--- config.mk ---
export PLATFORM = sky130hd
export DESIGN_NAME = cpu_sequencer
export DESIGN_NICKNAME = d
export VERILOG_FILES = /design/src/rtl/cpu_sequencer.sv
export SDC_FILE = /design/constraint.sdc
export NUM_CORES = 1
export LEC_CHECK = 0
export ABC_AREA = 1
export CAP_MARGIN = 5
export CELL_PAD_IN_SITES_DETAIL_PLACEMENT = 0
export CELL_PAD_IN_SITES_GLOBAL_PLACEMENT = 1
export CORE_ASPECT_RATIO = 1.1
export CORE_MARGIN = 4
export CORE_UTILIZATION = 44
export CTS_CLUSTER_DIAMETER = 80
export DETAILED_ROUTE_END_ITERATION = 10
export GPL_ROUTABILITY_DRIVEN = 0
export MAX_ROUTING_LAYER = met4
export PLACE_DENSITY = 0.86
export RECOVER_POWER = 100
export SLEW_MARGIN = 0
export SYNTH_ARGS = -nofsm -noshare
export SYNTH_HDL_FRONTEND = slang
export SYNTH_SLANG_ARGS = --single-unit
--- constraint.sdc ---
create_clock -name clk -period 15 [get_ports clk]
set_clock_uncertainty 0.15 [all_clocks]
set_input_delay 3 -clock clk [delete_from_list [all_inputs] [get_ports clk]]
set_output_delay 3 -clock clk [all_outputs]
set_load 0.005 [all_outputs]
--- src/rtl/cpu_sequencer.sv ---
`timescale 1ns/1ps
`default_nettype none
// ============================================================================
// Module  : cpu_sequencer
// Brief   : Multi-cycle FETCH/DECODE/EXEC/WB control unit with 16x16 regfile
//           driving an external combinational ALU.
// Revision: 1.0 - initial release
// ============================================================================
module cpu_sequencer #(
    parameter int PC_W     = 8,
    parameter int ALU_WAIT = 1
) (
    input  logic            clk,
    input  logic            reset,
    output logic            imem_req,
    output logic [PC_W-1:0] imem_addr,
    input  logic            imem_ack,
    input  logic [15:0]     imem_data,
    output logic [15:0]     alu_x,
    output logic [15:0]     alu_y,
    output logic            alu_zx,
    output logic            alu_nx,
    output logic            alu_zy,
    output logic            alu_ny,
    output logic            alu_f,
    output logic            alu_no,
    input  logic [15:0]     alu_out,
    output logic [PC_W-1:0] pc,
    output logic            retire,
    output logic            halted,
    input  logic [3:0]      rf_dbg_addr,
    output logic [15:0]     rf_dbg_data
);

    localparam logic [3:0] c_OP_ADD  = 4'b0000;
    localparam logic [3:0] c_OP_SUB  = 4'b0001;
    localparam logic [3:0] c_OP_LDI  = 4'b0010;
    localparam logic [3:0] c_OP_HALT = 4'b1111;

    // Control vectors ordered {zx, nx, zy, ny, f, no}
    localparam logic [5:0] c_CTRL_ADD = 6'b000010;
    localparam logic [5:0] c_CTRL_SUB = 6'b010011;

    localparam int c_WAIT_W = (ALU_WAIT > 1) ? $clog2(ALU_WAIT) : 1;
    localparam logic [c_WAIT_W-1:0] c_WAIT_LOAD = c_WAIT_W'(ALU_WAIT - 1);

    typedef enum logic [2:0] {
        S_FETCH  = 3'd0,
        S_DECODE = 3'd1,
        S_EXEC   = 3'd2,
        S_WB     = 3'd3,
        S_HALT   = 3'd4
    } state_t;

    state_t                r_state;
    state_t                w_next;
    logic [PC_W-1:0]       r_pc;
    logic [15:0]           r_ir;
    logic [15:0]           r_rf [16];
    logic                  r_req;
    logic                  r_retire;
    logic                  r_halted;
    logic [15:0]           r_alu_x;
    logic [15:0]           r_alu_y;
    logic [5:0]            r_ctrl;
    logic [c_WAIT_W-1:0]   r_wait;

    logic [3:0]            w_op;
    logic [3:0]            w_rd;
    logic [3:0]            w_rs1;
    logic [3:0]            w_rs2;
    logic [7:0]            w_imm;
    logic                  w_is_alu;

    assign w_op     = r_ir[15:12];
    assign w_rd     = r_ir[11:8];
    assign w_rs1    = r_ir[7:4];
    assign w_rs2    = r_ir[3:0];
    assign w_imm    = r_ir[7:0];
    assign w_is_alu = (w_op == c_OP_ADD) || (w_op == c_OP_SUB);

    always_comb begin
        w_next = r_state;
        case (r_state)
            // Ack is only honoured once the request is actually on the bus
            S_FETCH:  if (r_req && imem_ack) w_next = S_DECODE;
            S_DECODE: begin
                if (w_is_alu)               w_next = S_EXEC;
                else if (w_op == c_OP_HALT) w_next = S_HALT;
                else                        w_next = S_WB;
            end
            S_EXEC:   if (r_wait == '0) w_next = S_WB;
            S_WB:     w_next = S_FETCH;
            S_HALT:   w_next = S_HALT;
            default:  w_next = S_FETCH;
        endcase
    end

    always_ff @(posedge clk or posedge reset) begin
        if (reset) begin
            r_state  <= S_FETCH;
            r_pc     <= '0;
            r_ir     <= '0;
            r_req    <= 1'b0;
            r_retire <= 1'b0;
            r_halted <= 1'b0;
            r_alu_x  <= '0;
            r_alu_y  <= '0;
            r_ctrl   <= '0;
            r_wait   <= '0;
            for (int i = 0; i < 16; i++) begin
                r_rf[i] <= '0;
            end
        end else begin
            r_state  <= w_next;
            r_req    <= (w_next == S_FETCH);
            r_retire <= (w_next == S_WB);
            if (w_next == S_HALT) r_halted <= 1'b1;
            case (r_state)
                S_FETCH: begin
                    if (w_next == S_DECODE) r_ir <= imem_data;
                end
                S_DECODE: begin
                    // Operands sampled here, so rd aliasing a source reads the old value
                    if (w_is_alu) begin
                        r_alu_x <= r_rf[w_rs1];
                        r_alu_y <= r_rf[w_rs2];
                        r_ctrl  <= (w_op == c_OP_SUB) ? c_CTRL_SUB : c_CTRL_ADD;
                        r_wait  <= c_WAIT_LOAD;
                    end
                end
                S_EXEC: begin
                    if (r_wait != '0) r_wait <= r_wait - 1'b1;
                end
                S_WB: begin
                    if (w_is_alu)              r_rf[w_rd] <= alu_out;
                    else if (w_op == c_OP_LDI) r_rf[w_rd] <= {8'h00, w_imm};
                    r_pc   <= r_pc + 1'b1;
                    r_ctrl <= '0;
                end
                default: ;
            endcase
        end
    end

    assign imem_req    = r_req;
    assign imem_addr   = r_pc;
    assign pc          = r_pc;
    assign retire      = r_retire;
    assign halted      = r_halted;
    assign alu_x       = r_alu_x;
    assign alu_y       = r_alu_y;
    assign alu_zx      = r_ctrl[5];
    assign alu_nx      = r_ctrl[4];
    assign alu_zy      = r_ctrl[3];
    assign alu_ny      = r_ctrl[2];
    assign alu_f       = r_ctrl[1];
    assign alu_no      = r_ctrl[0];
    assign rf_dbg_data = r_rf[rf_dbg_addr];

endmodule
`default_nettype wire

==> reports/results.ini, run 1 <==
[outcome]
outcome = complete, but fails checks
violations = capacitance limit, slew limit

[worst_hold_path]
hold_path_class = flop to flop

[finish]
final_util_pct = 49.5
antenna_cells = 0
nNetsFinal = 2866
fillers = 4393
area_delta_synth_final_pct = 11.1
drive_above_1_share_pct = 4.07

[clocking]
clk_latency_ns = 0.57
clk_path_buf_depth = 3
cts_tree = yes
post_cts_buffers = 0
cts-root-buf = clkbuf_16
post_cts_resized = 0
numCtsBuffers = 37
cts_sinks = 320
clk_pin_slew_ns = 0.06
cts_hold_buf = 0
htree_levels = 2

[pwr]
power.density_nw_per_um2 = 203
p_comb_share_pct = 46.8
seq_power_share_pct = 32.6
ir_drop_mv = 0.123
leakage_nw = 12.0
intPower_w = 0.00233
pwr-share-clk_pct = 20.6
p_switching_w = 0.00203
switching_share_pct = 46.6

[floorplanning]
die_x_um = 208
core_area_um2 = 43400
die_h_um = 228
start_util_pct = 44.5
dieArea_um2 = 47400
io_pins = 112
placementRows = 80

[global_routing]
overflow = 0
grt_start_max_net_pins = 149
grtUsageTotal_pct = 31.6
grt_antenna_before_repair = 1
grt_pass1_vias = 18800
grt_pass1_wl_um = 114000

[yosys]
synth_edf_count = 0
synth.yosys.warnings = 0
yosys.area.top_type_share_pct = 41.4
synth_flop_cell = dfrtp_1
synthArstFlopShare_pct = 100
syn_inst = 2882
ys_top_cells_by_count = nand2_1 (1159), nand3_1 (485), dfrtp_1 (320)
ys_seq_area_share_pct = 41.4
syn_area_um2 = 19400
yosysMostFrequentCell = nand2_1
synth_area_per_cell_um2 = 6.71
ys_ff_latch = 320
synthTopCellsByArea = dfrtp_1 (41%), nand2_1 (22%), nand3_1 (13%), o21ai_0 (7.4%), inv_1 (2.9%)
synth_cell_types = 35
yosysTopAreaCell = dfrtp_1

[drt]
wl_um = 75800
ant_nets = 0
dr.pass1.iters = 6
via_per_inst = 5.90
dr.first_iter.drc_count = 2551
drc = 0
wl_per_cell_um = 22.1
via_count = 20200

[timing]
finalHoldViolations = 0
fin_hold_ws_ns = 0.320
rsz0062_at_grt = no
fin_crit_sh_pct = 69.2
final.min_clock_period_ns = 10.38
fin_ws_ns = 4.62
setup-tns-final_ns = 0
relSlewSlack_pct = -271
maxSlewViolCount = 622
clock.fmax_mhz = 96.3
setup_viol = 0
worstMarginPinSlew_ns = 5.56

[critical_path]
crit_arrival_ns = 10.68
crit_path_max_fanout = 121
end_kind = asynchronous set/reset pin
startpoint_type = primary input
critPathRequiredTime_ns = 15.30
setup.worst_path.class = primary input to asynchronous set/reset pin

[place]
portBuffers = 108
place_hpwl_um = 42800
preCtsSetupSlack_ns = 5.97

[run]
drv_cap = 15

## cell usage in the layout, fill, tap and decap left out, drive strengths merged
cell type,Yosys,final
nand2,1160,1160
nand3,486,486
o21ai,329,329
dfrtp,320,320
inv,150,147
dlygate4sd3,0,86
a21oi,78,78
o211ai,64,64
clkbuf,124,59
buf,113,29
nor2,29,29
clkdlybuf4s50,0,19
clkinv,5,11
nand4,7,7
nor3,4,4
xnor2,4,4
clkinvlp,0,3
conb,1,3
mux2,2,2
xor2,2,2
and2,1,1
or2,1,1
nor3b,1,1
ha,1,1
bufinv,0,1
## per-stage QoR
step	total power (W)	std cells	area [µm²]
after floorplan	0.00266	2884	19400
after global placement	0.00338	3361	20400
after detailed placement	0.00342	3361	20400
after CTS	0.00432	3421	21600
after global routing	0.00463	3421	21500
final	0.00436	3421	21500
## kinds of logic after synthesis
logic type,after synthesis,synth area share (%)
adders and majority gates,1,0.0646
other,1,0.0194
buffers and inverters,392,8.33
xor gates and xnor gates,6,0.272
DFF,320,41.4
muxes,2,0.116
AOI/OAI and AO/OA,471,13.2
and+or+nand+nor,1689,36.7
## area by class of cell
| class | count | area (µm²) | share of cell area (%) |
|---|---|---|---|
| clock buffers | 53 | 1110 | 5.16 |
| clock inverters | 7 | 63.8 | 0.297 |
| inverters | 155 | 593 | 2.76 |
| multi-input cells | 2172 | 9710 | 45.2 |
| flip-flops and latches | 320 | 8010 | 37.3 |
| well taps | 574 | 718 | 3.34 |
| repair buffers | 140 | 1290 | 6.01 |
## worst max-delay path, stage by stage
cell,delay [ns]
dlygate4sd3_1,0.54
clkinvlp_2,2.99
clkbuf_1,2.92
buf_4,1.06
## registers in the layout (all words and copies together) (netlist names)
| name | cells |
|---|---|
| r_ctrl | 2 |
| r_state | 3 |
| imem_req | 1 |
| retire | 1 |
| imem_addr | 8 |
| r_rf | 256 |
| halted | 1 |
| alu_x | 16 |
| r_ir | 16 |
| alu_y | 16 |
## power by group through the flow
stage               clock network (W)  logic [W]  registers, W
floorplan                           0    0.00137       0.00129
CTS                          0.000907    0.00200       0.00141
global route                 0.000941    0.00224       0.00145
global placement                    0    0.00196       0.00142
finish                       0.000896    0.00204       0.00142
detailed placement                  0    0.00199       0.00143
## per-layer routing
| layer | GRT usage [%] | vias to the layer above | share of wire (%) |
|---|---|---|---|
| li1 | - | 9271 | - |
| met1 | 39.7 | 9551 | 39 |
| met2 | 51.4 | 1121 | 47 |
| met3 | 5.15 | 246 | 9.3 |
| met4 | 12.8 | 0 | 5.0 |
| met5 | - | - | 0 |
## path summary, 6_finish.rpt
| kind | start | endpoint | slack, ns | cells past startpoint |
|---|---|---|---|---|
| worst min register to register | halted | halted | 0.32 | 1 |
| min in group asynchronous | reset | r_rf[161] | 4.37 | 2 |
| max in group clk | rf_dbg_addr[3] | rf_dbg_data[7] | 4.88 | 6 |
| worst max-delay path | reset | r_ir[4] | 4.62 | 4 |
| worst min-delay path | halted | halted | 0.32 | 1 |
| worst max register to register | r_ir[0] | alu_y[15] | 5.46 | 10 |
Power figures use the tool's default switching activity.
==> inputs of run 2 (changes only) <==
- CORE_UTILIZATION: 44 -> 40
- PLACE_DENSITY: 0.86 -> 0.83
- clock period: 15 -> 9.1 ns (I/O delays scaled with it)
==> run 2 against run 1 <==
The flow still finishes with violations (capacitance limit, slew limit). Global-route usage decreased by 2.3 points. Combinational power is 65% higher. First-iteration DRC count is 10% lower. Total power is 67% higher. Clock power grew 80%. Sequential share of layout area fell by 0.24 points. Die area grew 9.6%. Setup slack got worse by 3.0 ns. Final cell count grew 2.3%. Wire length hardly changed. Worst hold slack got worse by 0.0014 ns. Flip-flop and latch count did not move. Critical path type is now primary input to primary output. Highest routed layer unchanged.
==> reports/results.ini, run 2 (same netlist as run 1, synthesis figures left out) <==
[critical_path]
critPathRequiredTime_ns = 7.13
critical_path.endpoint = rf_dbg_data[1]
r2r-start = r_ir[4]
setup.worst_path.class = primary input to primary output
ff2ff_setup_slack_ns = 2.28
rr_worst_depth = 5
worstReg2RegEnd = r_rf[180]
startpoint_type = primary input
end_kind = primary output
crit_path_max_fanout = 17
crit_arrival_ns = 5.51
setup.worst_path.start = rf_dbg_addr[3]

[drt]
wl_um = 75800
wl_met2_um = 35700
via_count = 20000
wl_per_cell_um = 21.7
wl_met1_um = 29700
ant_nets = 0
dr.pass1.iters = 6
via_per_inst = 5.70
dr.first_iter.drc_count = 2286
topRoutingLayerUsed = met4
wl_met3_um = 6840
drc = 0

[pwr]
ir_drop_mv = 0.137
leakage_nw = 12.0
power.density_nw_per_um2 = 337
power_w = 0.00728

[worst_hold_path]
hold_path_class = flop to flop
min_from = halted

[timing]
maxSlewViolCount = 655
rsz0062_at_grt = no
relSlewSlack_pct = -230
fin_crit_sh_pct = 82.2
finalHoldViolations = 0
setup-tns-final_ns = 0
clock.fmax_mhz = 134
final.min_clock_period_ns = 7.48
fin_hold_ws_ns = 0.319
worstMarginPinSlew_ns = 4.95
setup_viol = 0

[finish]
mostFrequentLayoutCells = nand2_1 (1159), nand3_1 (486), o21ai_0 (319)
nNetsFinal = 2868
final_area_um2 = 21600
largest_register = r_rf
fillers = 4920
final_common_cell = nand2_1
area_delta_synth_final_pct = 11.9
drive_above_1_share_pct = 3.64
largest_reg_flops = 256

[clocking]
htree_levels = 2
cts_tree = yes
cts_sinks = 320
numCtsBuffers = 38
cts_hold_buf = 0
clk_pin_slew_ns = 0.06
clk_latency_ns = 0.56
clk_path_buf_depth = 3
cts-root-buf = clkbuf_16
post_cts_resized = 0
post_cts_buffers = 0

[floorplanning]
die_x_um = 218
core_area_um2 = 47800
dieArea_um2 = 52000
start_util_pct = 40.5
placementRows = 84
die_h_um = 239
io_pins = 112

[global_routing]
overflow = 0
grt_start_max_net_pins = 170
grtUsageTotal_pct = 29.3
grt_pass1_wl_um = 113000
grt_pass1_vias = 18600
grt_antenna_before_repair = 1

[place]
placedInstanceArea_um2 = 20500
portBuffers = 108
place_hpwl_um = 43500

[outcome]
outcome = complete, but fails checks
violations = capacitance limit, slew limit

[run]
drv_cap = 22

## run 2: cell count changes in the layout (fill, tap and decap cells not counted), moves of 8 or more
cell             change
buf_4                -8
clkbuf_1             +9
dlygate4sd3_1       -11
clkdlybuf4s50_1     +11
## run 2: how the worst min path moves through the flow
stage	end	cells past startpoint
floorplan	halted	1
global placement	halted	1
detailed placement	halted	1
CTS	halted	1
global route	halted	1
finish	halted	1
## run 2: per-stage QoR
step / worst slack [ns] / cells / utilization [%]
finish: 1.62 / 3501 / 45.3
CTS: 2.79 / 3500 / 45.6
floorplan: 2.86 / 2884 / -
detailed placement: 2.79 / 3433 / 42.9
global route: 1.63 / 3501 / 45.3
global placement: 2.81 / 3433 / 42.9
## run 2: metal layers
| metal | up-vias | GRT usage, % |
|---|---|---|
| li1 | 9276 | - |
| met1 | 9418 | 35.9 |
| met2 | 1011 | 47.5 |
| met3 | 255 | 5.44 |
| met4 | 0 | 13.1 |
| met5 | - | - |
## run 2: critical path: stages
cell and delay (ns):
clkdlybuf4s50_1 0.51, clkbuf_1 1.11, inv_1 0.95, nand3_1 0.30, nand2_1 0.16, dlygate4sd3_1 0.66
## run 2: power breakdown
part | internal [W] | switching, W | total (W) | leakage [nW]
clock | 0.000979 | 0.000630 | 0.00161 | 0.646
sequential | 0.00182 | 0.000499 | 0.00231 | 3.09
combinational | 0.00113 | 0.00223 | 0.00336 | 8.24
## run 2: area by class of cell
cell class	instances	area (µm²)	area share [%]
antenna	1	2.50	0.0116
clock buffer	55	1140	5.26
clock inverter	12	160	0.740
inverter	155	592	2.73
multi-input combinational	2172	9630	44.5
sequential	320	8020	37.0
tap	645	807	3.73
timing repair buffer	141	1300	6.00
==> inputs of run 3 (changes only) <==
- CORE_UTILIZATION: 40 -> 44
- PLACE_DENSITY: 0.83 -> 0.86
- clock period: 9.1 -> 7.6 ns (I/O delays scaled with it)
==> run 3 against run 2 <==
Global-route usage is 2.9 points higher. The flow still finishes with violations (capacitance limit, slew limit). Non-clock buffer count rose by 6. Wire length is 0.85% higher. Largest cell class unchanged. Critical endpoint is now rf_dbg_data[15]. Clock-buffer cell count shrank 1. Highest routed layer unchanged.
==> reports/results.ini, run 3 (same netlist as run 1, synthesis figures left out) <==
[clocking]
cts_tree = yes
clk_path_buf_depth = 3
post_cts_buffers = 0
cts_hold_buf = 0
cts_sinks = 320
clk_latency_ns = 0.55
clk_pin_slew_ns = 0.06
post_cts_resized = 0
htree_levels = 2
numCtsBuffers = 37
cts-root-buf = clkbuf_16

[critical_path]
startpoint_type = primary input
crit_path_max_fanout = 17
end_kind = primary output
critPathRequiredTime_ns = 5.93
setup.worst_path.class = primary input to primary output
crit_arrival_ns = 5.07

[finish]
drive_above_1_share_pct = 3.37
layout.area.seq_um2 = 8020
multi_input_area_um2 = 9640
largest_reg_flops = 256
final_area_um2 = 21400
nNetsFinal = 2873
final_common_cell = nand2_1
largest_register = r_rf
mostFrequentLayoutCells = nand2_1 (1160), nand3_1 (486), o21ai_0 (317)
area_delta_synth_final_pct = 10.4
fillers = 4393

[global_routing]
grt_pass1_vias = 18900
grt_antenna_before_repair = 1
grt_pass1_wl_um = 116000
overflow = 0
grtUsageTotal_pct = 32.2
grt_start_max_net_pins = 131

[timing]
fin_hold_ws_ns = 0.315
final.min_clock_period_ns = 6.74
clock.fmax_mhz = 148
worstMarginPinSlew_ns = 5.20
fin_crit_sh_pct = 88.6
setup_viol = 0
rsz0062_at_grt = no
maxSlewViolCount = 572
setup-tns-final_ns = 0
relSlewSlack_pct = -247
finalHoldViolations = 0

[pwr]
power.density_nw_per_um2 = 397
leakage_nw = 11.9
ir_drop_mv = 0.266

[drt]
via_count = 20100
wl_per_cell_um = 22.3
via_per_inst = 5.86
drc = 0
wl_um = 76500
dr.first_iter.drc_count = 2423
ant_nets = 0
dr.pass1.iters = 7

[outcome]
violations = capacitance limit, slew limit
outcome = complete, but fails checks

[floorplanning]
io_pins = 112
die_x_um = 208
start_util_pct = 44.5
placementRows = 80
die_h_um = 228
core_area_um2 = 43400
dieArea_um2 = 47400

[place]
place_hpwl_um = 43600
placedInstanceArea_um2 = 20500
portBuffers = 108

[worst_hold_path]
hold_path_class = flop to flop

[run]
drv_cap = 18

## run 3: changes by cell type in the layout (fill, tap and decap cells not counted), sizes merged
cell / previous run / this run
clkdlybuf4s50: 30 / 37
dlygate4sd3: 75 / 68
buf: 23 / 28
bufinv: 4 / 0
clkinv: 13 / 9
clkinvlp: 3 / 2
diode: 1 / 2
## run 3: layout make-up
class,count,area share (%)
inverters,155,2.79
diodes,2,0.0234
clock buffers,54,4.92
well taps,574,3.36
flip-flops and latches,320,37.5
repair buffers,147,6.16
clock inverters,3,0.0703
multi-input cells,2172,45.1
## run 3: routing by layer
layer / vias up / part of all wire [%] / global-route usage, %
li1: 9281 / - / -
met1: 9426 / 39 / 40.0
met2: 1137 / 46 / 51.0
met3: 247 / 10 / 6.39
met4: 0 / 5.4 / 14.8
met5: - / 0 / -
## run 3: where the power goes
group	switching, W	internal, W
registers	0.000554	0.00218
logic	0.00272	0.00137
clock network	0.000715	0.000946
total	0.00399	0.00449
## run 3: worst paths after layout
check,start,end,slack [ns],cells past startpoint
worst max-delay path,rf_dbg_addr[3],rf_dbg_data[15],0.86,6
worst min-delay path,halted,halted,0.32,1
worst max register to register,r_ir[4],alu_x[14],1.30,10
worst min register to register,halted,halted,0.32,1
max in group asynchronous,reset,r_rf[139],2.41,4
min in group asynchronous,reset,alu_x[9],2.46,3
## run 3: through the flow
step | power, W | instances | worst slack [ns] | util, %
floorplan | 0.00525 | 2884 | 1.66 | -
global placement | 0.00670 | 3368 | 2.07 | 47.1
finish | 0.00848 | 3427 | 0.864 | 49.2
CTS | 0.00842 | 3425 | 2.07 | 49.6
global route | 0.00904 | 3426 | 0.955 | 49.2
detailed placement | 0.00676 | 3368 | 2.08 | 47.1
## run 3: worst max-delay path, cell delays in order
cell and delay (ns):
clkdlybuf4s50_1 0.49, clkbuf_1 1.09, inv_1 0.90, nand3_1 0.28
nand2_1 0.15, dlygate4sd3_1 0.61
